## config.mk

```make
export PLATFORM = sky130hd
export DESIGN_NAME = mem_access_stage
export DESIGN_NICKNAME = d
export VERILOG_FILES = /design/src/rtl/mem_access_stage_pkg.sv /design/src/rtl/mem_access_stage_timer.sv /design/src/rtl/mem_access_stage.sv
export SDC_FILE = /design/constraint.sdc
export NUM_CORES = 1
export LEC_CHECK = 0
export ABC_AREA = 0
export BUFFER_PORTS_ARGS = -buffer_cell sky130_fd_sc_hd__buf_2
export CORE_ASPECT_RATIO = 1.2
export CORE_MARGIN = 8
export CORE_UTILIZATION = 30
export DETAILED_ROUTE_END_ITERATION = 12
export PLACE_DENSITY_LB_ADDON = 0.08
export SLEW_MARGIN = 0
export SYNTH_ARGS = -nofsm -noshare
export SYNTH_HDL_FRONTEND = slang
export SYNTH_HIERARCHICAL = 1
export SYNTH_SLANG_ARGS = --single-unit
```

## constraint.sdc

```tcl
create_clock -name clk -period 4.7 [get_ports clk]
set_input_delay 0 -clock clk [delete_from_list [all_inputs] [get_ports clk]]
set_output_delay 0 -clock clk [all_outputs]
set_load 0.05 [all_outputs]
```

## src/rtl/mem_access_stage_pkg.sv

```systemverilog
// Shared widths, FSM encodings and MEM/WB bundle for the memory access stage.
package mem_access_stage_pkg;

    localparam int ASIZE = 32;
    localparam int DSIZE = 32;
    localparam int RSIZE = 5;

    // Kept as plain 1-bit constants so older netlists and dumps decode identically.
    localparam logic [0:0] ST_IDLE   = 1'b0;
    localparam logic [0:0] ST_ACCESS = 1'b1;

    typedef struct packed {
        logic [DSIZE-1:0] data;
        logic [RSIZE-1:0] dst;
        logic             we;
    } mem_wb_t;

    // Address-to-data resize: zero-extends or truncates to the data width.
    function automatic logic [DSIZE-1:0] addr_to_data(input logic [ASIZE-1:0] a);
        return DSIZE'(a);
    endfunction

endpackage

```

## src/rtl/mem_access_stage_timer.sv

```systemverilog
// Access watchdog: counts ACCESS cycles without ack and flags the last allowed one.
module access_timer #(
    parameter int TIMEOUT = 15,
    parameter int CW      = 4
) (
    input  logic clk,
    input  logic rst,
    input  logic start,
    input  logic run,
    input  logic ack,
    output logic expired
);

    logic [CW-1:0] cnt;

    // Expiry fires in the cycle the count reaches TIMEOUT-1; an ack in that cycle takes priority.
    assign expired = run && !ack && (cnt == CW'(TIMEOUT - 1));

    // Clear on launch and on termination so every access starts counting from zero.
    always_ff @(posedge clk or negedge rst) begin
        if (!rst) begin
            cnt <= '0;
        end else if (start) begin
            cnt <= '0;
        end else if (run) begin
            if (ack || expired) begin
                cnt <= '0;
            end else begin
                cnt <= cnt + 1'b1;
            end
        end
    end

endmodule

```

## src/rtl/mem_access_stage.sv

```systemverilog
// MEM pipeline stage: drives the data memory handshake, stalls upstream while an
// access is outstanding, aborts stuck accesses, and owns the MEM/WB register.
//
//   state     | meaning
//   ----------+-----------------------------------------------------------
//   ST_IDLE   | no access outstanding; ALU results pass straight to MEM/WB
//   ST_ACCESS | dmem request held; waiting for dmem_ack or the watchdog
module mem_access_stage
    import mem_access_stage_pkg::*;
#(
    parameter int TIMEOUT = 15,
    parameter int CW      = 4
) (
    input  logic             clk,
    input  logic             rst,
    input  logic [ASIZE-1:0] addr,
    input  logic [DSIZE-1:0] wdata,
    input  logic             MemWriteIn,
    input  logic             MemReadIn,
    input  logic             MemToRegIn,
    input  logic             RegWriteIn,
    input  logic [RSIZE-1:0] wregIn,
    output logic             dmem_req,
    output logic             dmem_we,
    output logic [ASIZE-1:0] dmem_addr,
    output logic [DSIZE-1:0] dmem_wdata,
    input  logic [DSIZE-1:0] dmem_rdata,
    input  logic             dmem_ack,
    output logic             stall,
    output logic [DSIZE-1:0] wb_data,
    output logic [RSIZE-1:0] wb_reg,
    output logic             wb_reg_write,
    output logic             mem_err,
    input  logic             err_clr
);

    logic [0:0] state;
    logic       memop;
    logic       start;
    logic       run;
    logic       timeout;
    logic       load_sel;
    mem_wb_t    mem_wb;

    assign memop    = MemReadIn | MemWriteIn;
    assign start    = (state == ST_IDLE) && memop;
    assign run      = (state == ST_ACCESS);
    // A combined read+write is a store, so load data is never selected for it.
    assign load_sel = MemToRegIn && !MemWriteIn;

    access_timer #(
        .TIMEOUT (TIMEOUT),
        .CW      (CW)
    ) u_timer (
        .clk     (clk),
        .rst     (rst),
        .start   (start),
        .run     (run),
        .ack     (dmem_ack),
        .expired (timeout)
    );

    // Stall upstream from the launch cycle until the terminating cycle; forced low in reset.
    always_comb begin
        stall = 1'b0;
        if (rst) begin
            if (state == ST_IDLE) begin
                stall = memop;
            end else begin
                stall = !(dmem_ack | timeout);
            end
        end
    end

    // FSM and registered memory request; request fields hold for the whole access.
    always_ff @(posedge clk or negedge rst) begin
        if (!rst) begin
            state      <= ST_IDLE;
            dmem_req   <= 1'b0;
            dmem_we    <= 1'b0;
            dmem_addr  <= '0;
            dmem_wdata <= '0;
        end else if (state == ST_IDLE) begin
            if (memop) begin
                state      <= ST_ACCESS;
                dmem_req   <= 1'b1;
                dmem_we    <= MemWriteIn;
                dmem_addr  <= addr;
                dmem_wdata <= wdata;
            end
        end else begin
            if (dmem_ack || timeout) begin
                state    <= ST_IDLE;
                dmem_req <= 1'b0;
                dmem_we  <= 1'b0;
            end
        end
    end

    // MEM/WB register: pass-through for ALU ops, bubble while waiting or on abort.
    always_ff @(posedge clk or negedge rst) begin
        if (!rst) begin
            mem_wb <= '0;
        end else if (state == ST_IDLE) begin
            if (memop) begin
                mem_wb.we <= 1'b0;
            end else begin
                mem_wb.data <= addr_to_data(addr);
                mem_wb.dst  <= wregIn;
                mem_wb.we   <= RegWriteIn;
            end
        end else if (dmem_ack) begin
            mem_wb.data <= load_sel ? dmem_rdata : addr_to_data(addr);
            mem_wb.dst  <= wregIn;
            mem_wb.we   <= RegWriteIn;
        end else if (timeout) begin
            mem_wb.we <= 1'b0;
        end
    end

    // Sticky abort flag; a new timeout beats a simultaneous clear.
    always_ff @(posedge clk or negedge rst) begin
        if (!rst) begin
            mem_err <= 1'b0;
        end else if (run && timeout) begin
            mem_err <= 1'b1;
        end else if (err_clr) begin
            mem_err <= 1'b0;
        end
    end

    assign wb_data      = mem_wb.data;
    assign wb_reg       = mem_wb.dst;
    assign wb_reg_write = mem_wb.we;

endmodule

```

# Yosys cells after proc, flatten, opt, wreduce, memory -nomap -nowiden
# Index checks and enable logic that the tools add are counted.
# word_totals
register_bits	110
output_inout_bits	106
word_cells	56
# classes
n_addsub	1
n_eq_ne	5
n_mux	22
bitwise	3
n_reduce_logical	15
# ops
operator	count
37-bit two-way mux	2
38-bit two-way mux	1
32-bit two-way mux	1
1-bit two-way mux	15
4-bit two-way mux	3
2-bit AND reduction	3
2-bit nonzero test	3
1-bit logical AND	5
4-bit by 1-bit adder with 4-bit output (second input constant)	1
4-bit equality test (second input constant)	1
2-bit != test (second input constant)	2
1-bit logical NOT	3
3-bit by 2-bit != test with 1-bit output (second input constant)	1
2-bit by 1-bit != test with 1-bit output (second input constant)	1
1-bit OR	2
1-bit logical OR	1
1-bit NOT	1

# Depth between registers and ports, before layout
# logic_depth
word_depth	7
ltp_mapped	8
ltp_nobuf	7

# Modules after synthesis
# Netlist, hierarchy kept.
# by_module_without_submodules
module	n_inst	cells_per_inst	area_each_um2	seq_area_each_um2
mem_access_stage	1	274	4610.7	2652.5
access_timer	1	26	246.5	100.1

# Least setup slack after synthesis
# OpenSTA, ideal clock, no wires.
# synth_timing
path_type	reg2out
start	reg state, in the netlist run
end	out stall
arrival_time_ns	2.192
setup_slack_ns	2.508
stages_incl_launch_ff	6
n_path_buf	3
path_cell_list	dfrtp_1 -> buf_6 -> o21bai_1 -> buf_4 -> buf_6 -> a21boi_0
# synth_between
elab_chain_len	6
# synth_rtl
element	line_no	text
start, declared	mem_access_stage.sv:37	logic [0:0] state;
start signal, assigned	mem_access_stage.sv:78	state <= ST_IDLE;
start signal, assigned	mem_access_stage.sv:85	state <= ST_ACCESS;
start signal, assigned	mem_access_stage.sv:93	state <= ST_IDLE;
1-bit logical AND (2 in series)	mem_access_stage_timer.sv:17	assign expired = run && !ack && (cnt == CW'(TIMEOUT - 1));
1-bit OR	mem_access_stage.sv:70	stall = !(dmem_ack | timeout);
1-bit logical NOT	mem_access_stage.sv:70	
1-bit two-way mux *	mem_access_stage.sv:67	if (state == ST_IDLE) begin
1-bit two-way mux *	mem_access_stage.sv:66	if (rst) begin
end, declared	mem_access_stage.sv:29	output logic stall,
# Mark *: on every way between the ends. The rest lies on a longest branch, timed or not.

# Worst setup path after layout
# layout_timing
start	reg state, in the netlist run
end	reg dmem_wdata[17]
# layout_between
elab_chain_len	2
# layout_rtl
element	line_no	text
1-bit NOT (no line)	n/a	
2-bit AND reduction (no line)	n/a	
end signal, assigned	mem_access_stage.sv:89	dmem_wdata <= wdata;
end, declared	mem_access_stage.sv:26	output logic [DSIZE-1:0] dmem_wdata,
# No other way between the ends.
# A chain may end at the register's enable or synchronous reset.

==> metrics.md <==
| Metric | Value |
|---|---|
| Status | finished, final reports clean |
| H-tree levels | 3 |
| Placed cell count | 715 |
| Tot GR Track Use | 13.1% |
| WP data arrival | 2530 ps |
| CORE AREA | 0.0160 mm2 |
| CP Cell Sequence | o21bai_4 > buf_4 > mux2_2 |
| DRT iter0 DRCs | ~70 |
| CTS Buf Count | 9 |
| RR Endpoint | dmem_wdata[17]$_DFFE_PN0P_ |
| ANT nets after route | 0 |
| Fin worst setup slack | 2400 ps |
| Synth Warn # | 6 |
| Num Clock Sinks | 110 |
| Max-cap violations | 0 |
| Setup TNS | 0 ps |
| WL final | 13.4 mm |
| Via/cell ratio | 4.33 |
| Number of port buffers | 214 |
| Die area | 0.0205 mm2 |
| CTS clk-pin slew, worst paths | 70 ps |
| EDFF count, synth | 0 |
| Crit path max fanout | 35 |
| Initial Utilization | 30.3% |
| Die Wd | 132 um |
| Share of layout cells above drive strength 1 | between 50% and 60% |
| Clock Path Buffers | 2 |
| CTS resizes | 0 |
| Rel. slew slack | 32.1% |
| Ranking of synthesized cells by area | dfrtp_1 (57%), mux2_2 (19%), mux2_4 (15%) |
| Crit-path leading delay family | flip-flops |
| Synth Net Count | 411 |
| Clk_lat worst skew | between 300 and 400 ps |
| IR drop worst, VDD | around 0.00030 V |
| P_leak | 0.00360 uW |
| CP Class | reg -> reg |
| Critical Path End | dmem_wdata[17]$_DFFE_PN0P_ |
| Synth Flop Type | dfrtp_1 |
| Yosys top cell by area | dfrtp_1 |
| Cell depth of the worst setup path | 3 |
| Worst slack, placed | 2380 ps |
| Seq/Total Area, Yosys | 56.7% |
| RePlAce Congestion | 0.696 |
| Non-Filler Instances | 832 |
| Synthesized flop and latch total | 110 |
| Area of the multi-input gates | between 0.0015 and 0.002 mm2 |
| Vias in the first global route | 3981 |
| Synth-to-Final Area Change | 52.2% |
| Slew of the pin with the lowest slew margin | 1020 ps |
| Flop2flop setup slack | 2400 ps |
| Buffers & Inverters on Critical Path | 1 |
| Cell Rows | 51 |
| CTS root buffer | clkbuf_16 |
| DRT Pass-1 Iters | 4 |
| Tcrit/Tclk final | 48.9% |
| Worst EP required | 4930 ps |
| Residual DRC | 0 |
| RSZ-0062 raised after global routing | false |
| DP HPWL | 9.45 mm |
| Final Hold Viols | 0 |
| Fillers | 1464 |
| Setup Skew | approximately 6.4 ps |
| Top-Level Pins | between 200 and 250 |
| Wire per inst | between 15 and 20 um |
| Cell variety after synth | 28 |
| Synth Cell Area | 0.00486 mm2 |
| Total number of vias | 3603 |
| Post-Synthesis Cells | 300 |
| NumNets Final | around 730 |
| Slowest-stage cell, CP | dfrtp_1 |
| Global route total overflow | 0 |
| Min Tclk post-route | 2300 ps |
| Slowest stage delay, CP | 690 ps |
| Reg2Reg Depth | 3 |
| Pwr/cell area | 602 mW/mm2 |
| Synth async-reset ratio | 100% |
| Initial antenna violation count | 0 |
| RR Startpoint | run$_DFF_PN0_ |
| Antenna fix cells | 0 |
| Share of Yosys cell area claimed by the top area cell type | 56.7% |
| HP Class | in -> reg |
| Max Freq | between 400 and 500 MHz |
| Final setup vio count | 0 |
| FF+latch area | about 0.0028 mm2 |
| Global-route wire length before repair | 21.4 mm |
| Max Slew Vio Count | 0 |
| CTS tree | built |
| CP startpoint | run$_DFF_PN0_ |
| Die Y-Extent | 155 um |
| Largest net degree at the start of global routing | 60 |
| Crit. End Element | register |
| CP Launch Type | register |
| Syn_area_per_cell | ~16 um2 |
==> worst min-delay path, cell delays in order <==
cell	delay, ps
buf_2	70
mux2_2	130
mux2_2	130
==> layout by cell type (no fill, tap or decap) <==
cell | netlist | layout
o21ai_1 | 2 | 2
dlygate4sd3_1 | 0 | 101
nand3_1 | 3 | 3
bufinv_16 | 0 | 1
o211ai_2 | 1 | 1
or4_1 | 1 | 1
or3b_4 | 1 | 1
a32o_1 | 1 | 1
buf_4 | 2 | 5
a21boi_0 | 1 | 1
mux2_2 | 84 | 84
or3b_1 | 1 | 1
buf_2 | 3 | 213
o21bai_4 | 0 | 1
clkinvlp_4 | 0 | 1
clkinv_2 | 0 | 1
o31ai_4 | 0 | 1
nand2_1 | 9 | 9
clkbuf_1 | 0 | 2
clkbuf_16 | 0 | 9
o21ai_0 | 4 | 4
a211oi_1 | 1 | 1
clkinv_4 | 0 | 2
nand3b_4 | 1 | 1
ha_1 | 2 | 2
a21oi_1 | 2 | 2
nor3_1 | 1 | 1
nor2_1 | 3 | 3
nand2b_4 | 1 | 1
inv_1 | 5 | 5
dfrtp_1 | 110 | 110
mux2_4 | 49 | 49
==> layout make-up <==
| class | count | share of cell area (%) |
|---|---|---|
| tap | 212 | 3.59 |
| multi-input combinational | 170 | 26.4 |
| clock inverter | 5 | 0.812 |
| timing repair buffer | 319 | 28.6 |
| inverter | 5 | 0.254 |
| clock buffer | 11 | 3.15 |
| sequential | 110 | 37.2 |
==> timing repair <==
action | in CTS | in global routing
hold endpoints to repair | 157 | 0
setup endpoints to repair | 0 | 0
setup buffers | 0 | 0
hold buffers | 101 | 0
==> where the power goes <==
group          internal, uW  leakage [uW]  switching, uW
clock                   415      0.000140            343
sequential             1270       0.00129            166
combinational           688       0.00217           1570
==> layer usage <==
metal	share of wire, %	vias to the layer above	global-route usage [%]	routed length (um)
met1	41	1753	14.9	5500
li1	-	1690	-	-
met4	1.9	0	4.93	258
met5	0	-	0	0
met2	47	146	21.0	6330
met3	9.8	14	6.23	1320
==> worst min path at each step <==
stage	cells after the start	slack (ps)	startpoint	end
5_1_grt	3	10	dmem_rdata[9]	wb_data[9]$_DFFE_PN0P_
2_1_floorplan	0	-300	rst	dmem_addr[0]$_DFFE_PN0P_
3_5_place_dp	1	130	rst	dmem_addr[23]$_DFFE_PN0P_
6_report	3	20	dmem_rdata[31]	wb_data[31]$_DFFE_PN0P_
3_3_place_gp	1	110	rst	dmem_addr[23]$_DFFE_PN0P_
4_1_cts	3	0.9	dmem_rdata[31]	wb_data[31]$_DFFE_PN0P_
==> synthesized netlist by cell type, types with 2 or more instances <==
library cell	count
a21oi_1	2
buf_2	3
buf_4	2
buf_6	8
dfrtp_1	110
ha_1	2
inv_1	5
mux2_2	84
mux2_4	49
nand2_1	9
nand3_1	3
nor2_1	3
o21ai_0	4
o21ai_1	2
==> through the flow <==
step / area [um2] / power (uW) / utilization, % / hold slack (ps)
final: 7390 / 4450 / 46.2 / 22.4
after global routing: 7390 / 4680 / 46.2 / 13.1
after CTS: 7390 / 4530 / 46.2 / 0.858
after detailed placement: 6090 / 3670 / 38.0 / 128
after global placement: 6090 / 3650 / 38.0 / 115
after floorplan: 4860 / 3140 / - / -296
==> cell families after synthesis <==
family	share of synthesized area (%)
muxes	34.6
DFF	56.7
and+or+nand+nor	2.60
buffers and inverters	3.58
AOI/OAI and AO/OA	2.01
adders and majority gates	0.515
Note: power is estimated with default switching activity, not from simulation.
